File: config.mk
export PLATFORM = sky130hd
export DESIGN_NAME = ad_ip_jesd204_tpl_dac_channel_src_flat
export DESIGN_NICKNAME = d
export VERILOG_FILES = /design/src/rtl/ad_ip_jesd204_tpl_dac_channel_src_if.sv /design/src/rtl/ad_ip_jesd204_tpl_dac_channel_src.sv /design/src/flat_wrapper.sv
export SDC_FILE = /design/constraint.sdc
export NUM_CORES = 1
export LEC_CHECK = 0
export BUFFER_PORTS_ARGS = -buffer_cell sky130_fd_sc_hd__buf_4
export CAP_MARGIN = 20
export CORE_ASPECT_RATIO = 0.75
export CORE_MARGIN = 5
export CORE_UTILIZATION = 35
export CTS_CLUSTER_DIAMETER = 30
export DETAILED_ROUTE_END_ITERATION = 16
export PLACE_DENSITY = 0.66
export SLEW_MARGIN = 20
export SYNTH_ARGS = -nofsm -noshare
export SYNTH_HDL_FRONTEND = slang
export SYNTH_SLANG_ARGS = --single-unit
File: constraint.sdc
create_clock -name link_clk -period 2.17 [get_ports link_clk]
set_clock_uncertainty 0.15 [all_clocks]
set_input_delay 0.217 -clock link_clk [delete_from_list [all_inputs] [get_ports link_clk]]
set_output_delay 0.217 -clock link_clk [all_outputs]
set_load 0.02 [all_outputs]
File: src/rtl/ad_ip_jesd204_tpl_dac_channel_src_if.sv
// ---------------------------------------------------------------------------
// ad_ip_jesd204_tpl_dac_channel_src_if
// DMA beat handshake into the per-channel DAC sample source.
//   dma_valid  : DMA beat valid (driven by the DMA side)
//   dma_data   : DATA_PATH_WIDTH samples, 16 bits each, sample 0 in LSBs
//   dma_ready  : beat accepted this cycle when high together with dma_valid
// Modports: master = DMA side, slave = sample source.
// ---------------------------------------------------------------------------
interface ad_ip_jesd204_tpl_dac_channel_src_if #(
    parameter int unsigned DATA_PATH_WIDTH = 4
);
    localparam int unsigned DW = 16 * DATA_PATH_WIDTH;

    logic          dma_valid;
    logic [DW-1:0] dma_data;
    logic          dma_ready;

    modport master (output dma_valid, output dma_data, input  dma_ready);
    modport slave  (input  dma_valid, input  dma_data, output dma_ready);
endinterface

File: src/rtl/ad_ip_jesd204_tpl_dac_channel_src.sv
// ---------------------------------------------------------------------------
// ad_ip_jesd204_tpl_dac_channel_src
// Per-channel DAC sample source in the link_clk domain. Selects one of DDS,
// alternating pattern, DMA, zero, PN7, PN15 or ramp and emits one registered
// beat of DATA_PATH_WIDTH 16-bit samples per cycle for the JESD framer.
// Ports:
//   link_clk, link_resetn      clock, async active-low reset
//   dac_data_sel [3:0]         source select from regmap
//   dac_dds_format             1 = invert MSB of DDS samples
//   dac_pat_data_0/1 [15:0]    pattern words for even/odd samples
//   dds_data                   DDS beat, sample 0 in LSBs
//   dma (slave modport)        DMA beat handshake
//   dac_data                   output beat, sample 0 in LSBs
//   dac_dunf                   one-cycle DMA underflow pulse
// Build option: define AD_TPL_DAC_SRC_RAMP_EN to include the ramp source
// (select code 11); without it code 11 outputs zero.
// ---------------------------------------------------------------------------
module ad_ip_jesd204_tpl_dac_channel_src #(
    parameter  int unsigned DATA_PATH_WIDTH      = 4,
    parameter  int unsigned CONVERTER_RESOLUTION = 16,
    localparam int unsigned SW                   = 16,
    localparam int unsigned DW                   = SW * DATA_PATH_WIDTH
) (
    input  logic                    link_clk,
    input  logic                    link_resetn,
    input  logic [3:0]              dac_data_sel,
    input  logic                    dac_dds_format,
    input  logic [SW-1:0]           dac_pat_data_0,
    input  logic [SW-1:0]           dac_pat_data_1,
    input  logic [DW-1:0]           dds_data,
    ad_ip_jesd204_tpl_dac_channel_src_if.slave dma,
    output logic [DW-1:0]           dac_data,
    output logic                    dac_dunf
);

    localparam logic [3:0] SEL_DDS  = 4'd0;
    localparam logic [3:0] SEL_PAT  = 4'd1;
    localparam logic [3:0] SEL_DMA  = 4'd2;
    localparam logic [3:0] SEL_ZERO = 4'd3;
    localparam logic [3:0] SEL_PN7  = 4'd4;
    localparam logic [3:0] SEL_PN15 = 4'd5;
    localparam logic [3:0] SEL_RAMP = 4'd11;

    // Elaboration-time parameter sanity checks
    if (CONVERTER_RESOLUTION != 16) begin : g_res_chk
        $error("CONVERTER_RESOLUTION must be 16");
    end
    if ((DATA_PATH_WIDTH < 2) || (DATA_PATH_WIDTH % 2 != 0)) begin : g_dpw_chk
        $error("DATA_PATH_WIDTH must be even and >= 2");
    end

    logic [3:0]    sel_q;
    logic          dma_ready_q;
    logic [6:0]    lfsr7_q,  lfsr7_d;
    logic [14:0]   lfsr15_q, lfsr15_d;
    logic [DW-1:0] data_d;
    logic          dunf_d;
    logic          mode_chg;

    logic [DW-1:0] dds_beat, pat_beat, pn7_beat, pn15_beat;
    logic [6:0]    pn7_s;
    logic [14:0]   pn15_s;

    assign dma.dma_ready = dma_ready_q;

    // Per-sample DDS format fix-up and alternating pattern beat
    always_comb begin
        dds_beat = '0;
        pat_beat = '0;
        for (int k = 0; k < int'(DATA_PATH_WIDTH); k++) begin
            dds_beat[k*SW +: SW] = dds_data[k*SW +: SW] ^ {dac_dds_format, 15'd0};
            pat_beat[k*SW +: SW] = (k % 2 == 0) ? dac_pat_data_0 : dac_pat_data_1;
        end
    end

    // Unrolled LFSRs: one output bit per step (the bit shifted out), filling
    // each sample MSB first, sample 0 with the earliest bits.
    always_comb begin
        pn7_s     = lfsr7_q;
        pn15_s    = lfsr15_q;
        pn7_beat  = '0;
        pn15_beat = '0;
        for (int k = 0; k < int'(DATA_PATH_WIDTH); k++) begin
            for (int b = int'(SW) - 1; b >= 0; b--) begin
                pn7_beat[k*SW + b]  = pn7_s[6];
                pn15_beat[k*SW + b] = pn15_s[14];
                pn7_s  = {pn7_s[5:0],   pn7_s[6]   ^ pn7_s[5]};
                pn15_s = {pn15_s[13:0], pn15_s[14] ^ pn15_s[13]};
            end
        end
    end

`ifdef AD_TPL_DAC_SRC_RAMP_EN
    logic [SW-1:0] ramp_q, ramp_d;
    logic [DW-1:0] ramp_beat;

    // Ramp beat: sample k = ramp_q + k, modulo 2^16
    always_comb begin
        ramp_beat = '0;
        for (int k = 0; k < int'(DATA_PATH_WIDTH); k++) begin
            ramp_beat[k*SW +: SW] = ramp_q + 16'(k);
        end
    end
`endif

    // Next-state / output decode; the beat source is chosen by sel_q only,
    // so a select change can never produce a mixed beat.
    always_comb begin
        mode_chg = (dac_data_sel != sel_q);
        data_d   = '0;
        dunf_d   = 1'b0;
        lfsr7_d  = lfsr7_q;
        lfsr15_d = lfsr15_q;
`ifdef AD_TPL_DAC_SRC_RAMP_EN
        ramp_d   = ramp_q;
`endif
        case (sel_q)
            SEL_DDS:  data_d = dds_beat;
            SEL_PAT:  data_d = pat_beat;
            SEL_DMA: begin
                if (dma.dma_valid) begin
                    data_d = dma.dma_data;
                end else begin
                    dunf_d = 1'b1;
                end
            end
            SEL_ZERO: data_d = '0;
            SEL_PN7: begin
                data_d  = pn7_beat;
                lfsr7_d = pn7_s;
            end
            SEL_PN15: begin
                data_d   = pn15_beat;
                lfsr15_d = pn15_s;
            end
`ifdef AD_TPL_DAC_SRC_RAMP_EN
            SEL_RAMP: begin
                data_d = ramp_beat;
                ramp_d = ramp_q + 16'(DATA_PATH_WIDTH);
            end
`endif
            default:  data_d = '0;
        endcase
        // A select change restarts the generators from their seeds
        if (mode_chg) begin
            lfsr7_d  = '1;
            lfsr15_d = '1;
`ifdef AD_TPL_DAC_SRC_RAMP_EN
            ramp_d   = '0;
`endif
        end
    end

    // State and output registers
    always_ff @(posedge link_clk or negedge link_resetn) begin
        if (!link_resetn) begin
            sel_q       <= SEL_ZERO;
            dma_ready_q <= 1'b0;
            dac_data    <= '0;
            dac_dunf    <= 1'b0;
            lfsr7_q     <= '1;
            lfsr15_q    <= '1;
        end else begin
            sel_q       <= dac_data_sel;
            dma_ready_q <= (dac_data_sel == SEL_DMA);
            dac_data    <= data_d;
            dac_dunf    <= dunf_d;
            lfsr7_q     <= lfsr7_d;
            lfsr15_q    <= lfsr15_d;
        end
    end

`ifdef AD_TPL_DAC_SRC_RAMP_EN
    // Ramp counter
    always_ff @(posedge link_clk or negedge link_resetn) begin
        if (!link_resetn) begin
            ramp_q <= '0;
        end else begin
            ramp_q <= ramp_d;
        end
    end
`endif

endmodule

File: src/flat_wrapper.sv
// flat-port wrapper written by rule: the top's interface ports become plain ports
module ad_ip_jesd204_tpl_dac_channel_src_flat 
#(
    parameter  int unsigned DATA_PATH_WIDTH      = 4,
    parameter  int unsigned CONVERTER_RESOLUTION = 16,
    localparam int unsigned SW                   = 16,
    localparam int unsigned DW                   = SW * DATA_PATH_WIDTH
)
  (link_clk, link_resetn, dac_data_sel, dac_dds_format, dac_pat_data_0, dac_pat_data_1, dds_data, dac_data, dac_dunf, dma_dma_valid, dma_dma_data, dma_dma_ready);
  ad_ip_jesd204_tpl_dac_channel_src_if #(.DATA_PATH_WIDTH(DATA_PATH_WIDTH)) dma_i ();
  input  logic link_clk;
  input  logic link_resetn;
  input  logic [3:0] dac_data_sel;
  input  logic dac_dds_format;
  input  logic [SW-1:0] dac_pat_data_0;
  input  logic [SW-1:0] dac_pat_data_1;
  input  logic [DW-1:0] dds_data;
  output logic [DW-1:0] dac_data;
  output logic dac_dunf;
  input wire logic [$bits(dma_i.dma_valid)-1:0] dma_dma_valid;
  input wire logic [$bits(dma_i.dma_data)-1:0] dma_dma_data;
  output wire logic [$bits(dma_i.dma_ready)-1:0] dma_dma_ready;
  assign dma_i.dma_valid = dma_dma_valid;
  assign dma_i.dma_data = dma_dma_data;
  assign dma_dma_ready = dma_i.dma_ready;
  ad_ip_jesd204_tpl_dac_channel_src #(.DATA_PATH_WIDTH(DATA_PATH_WIDTH), .CONVERTER_RESOLUTION(CONVERTER_RESOLUTION)) u_core (.link_clk(link_clk), .link_resetn(link_resetn), .dac_data_sel(dac_data_sel), .dac_dds_format(dac_dds_format), .dac_pat_data_0(dac_pat_data_0), .dac_pat_data_1(dac_pat_data_1), .dds_data(dds_data), .dma(dma_i), .dac_data(dac_data), .dac_dunf(dac_dunf));
endmodule
==> results.sh, run 1 <==
export IMPL_synth_nets=771
export IMPL_layout_commonest_cell="buf_4"
export IMPL_vias_per_cell=5.44
export IMPL_slew_viol_final=0
export IMPL_drc=0
export IMPL_ys_seq_elements=92
export IMPL_tns_ns=0
export IMPL_p_per_area_nw_per_um2=476
export IMPL_crit_top_cell="buf_4"
export IMPL_dpl_cell_count=1047
export IMPL_antenna_cells=0
export IMPL_synth_avg_cell_area_um2=10.0
export IMPL_setup_viol_count_final=0
export IMPL_fin_nets=1102
export IMPL_first_global_vias=6714
export IMPL_post_drt_wl_per_cell_um=23.2
export IMPL_areaGrowthSynthToFinish_pct=58.5
export IMPL_path_class="flip-flop to flip-flop"
export IMPL_dp_slack_ns=-0.00757
export IMPL_post_cts_setup_buffers=0
export IMPL_tritoncts="done"
export IMPL_layout_drive_gt1_share=0.387
export IMPL_final_cell_mix="buf_4 (289), dlygate4sd3_1 (91), xnor2_1 (68), dfrtp_1 (68), nand2_1 (61)"
export IMPL_fin_hold_ws_ns=0.0103
export IMPL_start_util=0.359
export IMPL_drt_pass1_iter_count=7
export IMPL_cts_buffers=9
export IMPL_clock_latency_ns=0.36
export IMPL_grt_max_degree=42
export IMPL_yosysUniqueCellTypes=40
export IMPL_fin_cells=1154
export IMPL_rows=41
export IMPL_critPathArrivalTime_ns=2.17
export IMPL_outcome="finished clean"
export IMPL_ioPinCount=234
export IMPL_finalHoldViolations=0
export IMPL_die_area_um2=20000
export IMPL_grt_usage=0.264
export IMPL_max_stage_delay_ns=0.59
export IMPL_path_cells="buf_12 > buf_4 > mux2i_1 > buf_4 > o2bb2ai_1 > a221o_1"
export IMPL_reg2reg_depth=6
export IMPL_drtIter0Drc=686
export IMPL_cp_end_kind="flip-flop"
export IMPL_nFillCells=1465
export IMPL_min_period_ns=2.08
export IMPL_vias=6281
export IMPL_cts_buffer_depth=2
export IMPL_startpoint_type="flip-flop"
export IMPL_die_h_um=124
export IMPL_crit_required_ns=2.26
export IMPL_htreeDepth=3
export IMPL_die_w_um=162
export IMPL_place_congestion=0.942
export IMPL_design_area_um2=9590
export IMPL_grt_pass1_wl_um=40000
export IMPL_leakagePower_nw=4.40
export IMPL_worstMarginPinSlew_ns=0.691
export IMPL_synth_area_um2=6050
export IMPL_dpl_hpwl_um=20000
export IMPL_total_power_mw=4.57
export IMPL_grt_setup_unrepaired="false"
export IMPL_core_area_um2=16900
export IMPL_drt_total_wl_um=26800
export IMPL_path_clk_slew_ns=0.07
export IMPL_cts_root_buf="clkbuf_16"
export IMPL_crit_slowest_cell="dfstp_2"
export IMPL_antenna_found_initial=0
export IMPL_slew_headroom=0.537
export IMPL_place_area_um2=8360
export IMPL_fin_crit_sh=0.960
export IMPL_cp_max_fo=28
export IMPL_yosysWarnings=0
export IMPL_setup_slack_ns=0.0864
export IMPL_grt_overflow_total=0
export IMPL_ys_seq_area_frac=0.385
export IMPL_io_buffers=233
export IMPL_clock_fmax_mhz=480
export IMPL_cts_sinks=92
export IMPL_hold_class="input pin to flip-flop"
export IMPL_peakVddDrop_mv=0.345
export IMPL_syn_inst=603
export IMPL_postLayoutCoreUtil=0.568
export IMPL_holdPathStages=3
export IMPL_detail_route_antenna_nets=0
export IMPL_maxCapViolCount=0
[final cells by class]
class	count	area (µm²)	area share
tap	215	269	0.0280
clock buffer	11	253	0.0264
timing repair buffer	388	3240	0.338
clock inverter	5	60.1	0.00626
multi-input combinational	441	3430	0.358
inverter	2	7.51	0.000783
sequential	92	2330	0.243
[worst max-delay path: cells and delay by family (launching register included)]
family / cells / cell delay (ns)
muxes: 1 / 0.25
DFF: 1 / 0.59
buffers and inverters: 3 / 0.62
AOI/OAI and AO/OA: 2 / 0.33
[final timing paths]
| check | start | endpoint | slack, ns |
|---|---|---|---|
| min in group asynchronous | link_resetn | u_core.dac_data[47] | 0.24 |
| worst max register to register | u_core.sel_q[0] | u_core.dac_data[1] | 0.09 |
| max in group asynchronous | link_resetn | u_core.lfsr15_q[0] | 0.94 |
| worst min register to register | u_core.sel_q[3] | u_core.dac_dunf | 0.43 |
| worst max-delay path | u_core.sel_q[0] | u_core.dac_data[1] | 0.09 |
| worst min-delay path | dma_dma_data[33] | u_core.dac_data[33] | 0.01 |
[routing by layer]
layer	up-vias	global-route usage	part of all wire
li1	2826	-	-
met1	3014	0.351	0.42
met2	390	0.423	0.46
met3	51	0.0691	0.093
met4	0	0.0866	0.027
met5	-	0	0
[registers in the layout (all words and copies together) (netlist names)]
signal                flops
u_core.dac_dunf           1
u_core.lfsr15_q          15
u_core.sel_q              4
u_core.lfsr7_q            7
u_core.dma.dma_ready      1
u_core.dac_data          64
[where the power goes]
part	internal [mW]	total [mW]	switching, mW
clock network	0.957	1.69	0.732
logic	0.559	1.05	0.487
registers	1.79	1.83	0.0414
total	3.31	4.57	1.26
[synth_stat cells, drive strengths merged]
library cell / n / share of area
xnor2: 71 / 0.11
or3: 1 / 0.0010
mux2i: 30 / 0.050
clkbuf: 20 / 0.012
o21ai: 31 / 0.026
a22o: 3 / 0.0043
xor2: 66 / 0.11
o22ai: 15 / 0.016
or4b: 1 / 0.0017
a22oi: 21 / 0.026
a21oi: 15 / 0.012
nor4bb: 1 / 0.0017
nand2b: 1 / 0.0010
buf: 48 / 0.045
nor3: 2 / 0.0025
dfrtp: 68 / 0.28
a221oi: 23 / 0.033
nor2: 23 / 0.014
nor4b: 3 / 0.0064
a222oi: 12 / 0.020
nor4: 2 / 0.0041
o2bb2ai: 6 / 0.0087
nand4bb: 1 / 0.0019
o211ai: 28 / 0.035
nand2: 61 / 0.038
and4: 1 / 0.0014
dfstp: 24 / 0.10
inv: 2 / 0.0012
mux2: 7 / 0.013
nand3: 7 / 0.0058
xor3: 1 / 0.0039
a221o: 8 / 0.013
[cells by family after synthesis]
| logic type | count (synthesis) | synth area share |
|---|---|---|
| multiplexers | 37 | 0.0627 |
| flip-flops | 92 | 0.385 |
| AND/OR/NAND/NOR | 104 | 0.0796 |
| buffers and inverters | 70 | 0.0583 |
| XOR/XNOR | 138 | 0.220 |
| AO/OA/AOI/OAI | 162 | 0.194 |
[repair_timing]
| item | in CTS | in global routing |
|---|---|---|
| hold endpoints to repair | 96 | 0 |
| setup endpoints to repair | 1 | 0 |
| resized for setup | 1 | 0 |
| hold buffers | 91 | 0 |
Power figures use the tool's default switching activity.
==> run 2: changes to the inputs <==
- CORE_UTILIZATION: 35 -> 49
- PLACE_DENSITY: 0.66 -> 0.85
==> results.sh, run 2 (synthesis results as in run 1) <==
export IMPL_path_cells="nor2_1 > and4_2 > buf_4 > a222oi_1 > o21ai_0"
export IMPL_grt_overflow_total=0
export IMPL_drtIter0Drc=894
export IMPL_slew_headroom=0.490
export IMPL_cp_end_kind="flip-flop"
export IMPL_crit_slowest_cell="dfrtp_1"
export IMPL_slew_viol_final=0
export IMPL_postLayoutCoreUtil=0.768
export IMPL_crit_required_ns=2.21
export IMPL_fin_hold_ws_ns=-0.000221
export IMPL_drc=0
export IMPL_nFillCells=790
export IMPL_vias=6604
export IMPL_start_util=0.497
export IMPL_clock_latency_ns=0.35
export IMPL_min_period_ns=2.14
export IMPL_leakagePower_nw=4.33
export IMPL_max_stage_delay_ns=0.56
export IMPL_holdPathStages=3
export IMPL_layout_commonest_cell="buf_4"
export IMPL_ioPinCount=234
export IMPL_critPathArrivalTime_ns=2.19
export IMPL_worstMarginPinSlew_ns=0.759
export IMPL_cp_num_buf_inv=1
export IMPL_die_w_um=138
export IMPL_setup_viol_count_final=0
export IMPL_cp_depth=5
export IMPL_drt_total_wl_um=26300
export IMPL_clock_fmax_mhz=467
export IMPL_tns_ns=0
export IMPL_maxCapViolCount=0
export IMPL_finalHoldViolations=1
export IMPL_p_per_area_nw_per_um2=503
export IMPL_path_class="flip-flop to flip-flop"
export IMPL_fin_crit_sh=0.987
export IMPL_place_congestion=1.01
export IMPL_multi_input_area_um2=3420
export IMPL_hold_class="input pin to flip-flop"
export IMPL_first_global_vias=6862
export IMPL_reg_top3="u_core.dac_data: 64 flops, u_core.lfsr15_q: 15 flops, u_core.lfsr7_q: 7 flops"
export IMPL_die_area_um2=14700
export IMPL_grt_max_degree=63
export IMPL_dpl_hpwl_um=18600
export IMPL_detail_route_antenna_nets=0
export IMPL_outcome="finished with violations"
export IMPL_cts_buffer_depth=2
export IMPL_regMostFlops="u_core.dac_data"
export IMPL_cp_max_fo=24
export IMPL_antenna_cells=0
export IMPL_cts_buffers=9
export IMPL_grt_pass1_wl_um=40100
export IMPL_total_power_mw=4.71
export IMPL_startpoint_type="flip-flop"
export IMPL_dpl_cell_count=987
export IMPL_path_delay_family="compound AO/OA/AOI/OAI gates"
export IMPL_grt_usage=0.349
export IMPL_post_drt_wl_per_cell_um=24.3
export IMPL_violations="negative hold slack"
export IMPL_layout_drive_gt1_share=0.385
export IMPL_path_clk_slew_ns=0.07
export IMPL_rows=35
export IMPL_final_cell_mix="buf_4 (281), dlygate4sd3_1 (80), xnor2_1 (68), dfrtp_1 (68), nand2_1 (61)"
export IMPL_drt_pass1_iter_count=9
export IMPL_largest_reg_flops=64
export IMPL_tritoncts="done"
export IMPL_fin_cells=1085
export IMPL_die_h_um=106
export IMPL_htreeDepth=3
export IMPL_vias_per_cell=6.09
export IMPL_io_buffers=233
export IMPL_fin_nets=1082
export IMPL_core_area_um2=12200
export IMPL_reg2reg_depth=5
export IMPL_regArea_um2=2330
export IMPL_areaGrowthSynthToFinish_pct=54.6
export IMPL_antenna_found_initial=0
export IMPL_cts_root_buf="clkbuf_16"
export IMPL_cts_sinks=92
export IMPL_peakVddDrop_mv=0.392
-- run 2: routing by layer --
metal  track usage  part of all wire  vias to the layer above  wire (µm)
met2         0.575              0.47                      568      12400
met5             0                 0                        -          0
li1              -                 -                     2777          -
met3        0.0980              0.11                      117       2950
met1         0.434              0.37                     3142       9650
met4         0.149             0.051                        0       1340
-- run 2: per-stage QoR --
step / hold WS (ns) / setup slack [ns] / area (µm²)
floorplan: -0.229 / 0.182 / 6050
CTS: 0.00192 / 0.102 / 9330
global route: 0.0136 / -0.0208 / 9350
global placement: 0.0452 / 0.182 / 8190
detailed placement: 0.0502 / 0.130 / 8190
finish: -0.000221 / 0.0273 / 9350
-- run 2: worst reg2reg max path, stage by stage (launching register included) --
cell and delay (ns):
dfrtp_1 0.56, nor2_1 0.14, and4_2 0.30, buf_4 0.24, a222oi_1 0.42, o21ai_0 0.19
-- run 2: what timing repair did --
action | CTS | global route
endpoints found under the setup margin | 0 | 7
buffers inserted | 0 | 2
hold buffers | 80 | 0
gates resized for setup | 0 | 1
endpoints found under the hold margin | 92 | 0
-- run 2: worst paths after layout --
path	startpoint	to	slack (ns)
worst max-delay path	u_core.sel_q[3]	u_core.dac_data[15]	0.03
worst min-delay path	dac_pat_data_0[6]	u_core.dac_data[6]	-0.0002
worst max register to register	u_core.sel_q[3]	u_core.dac_data[15]	0.03
min in group asynchronous	link_resetn	u_core.dac_data[36]	0.20
worst min register to register	u_core.lfsr15_q[8]	u_core.dac_data[9]	0.41
max in group asynchronous	link_resetn	u_core.lfsr15_q[12]	0.93
-- run 2: area by class of cell --
| type | count | share of cell area |
|---|---|---|
| inverters | 2 | 0.000803 |
| flip-flops and latches | 92 | 0.249 |
| multi-input cells | 441 | 0.365 |
| repair buffers | 368 | 0.326 |
| clock inverters | 7 | 0.0122 |
| clock buffers | 9 | 0.0241 |
| well taps | 166 | 0.0222 |
-- run 2: power by group --
group	internal [mW]	switching, mW	total, mW
combinational	0.541	0.486	1.03
sequential	1.79	0.0509	1.84
clock	1.13	0.712	1.84
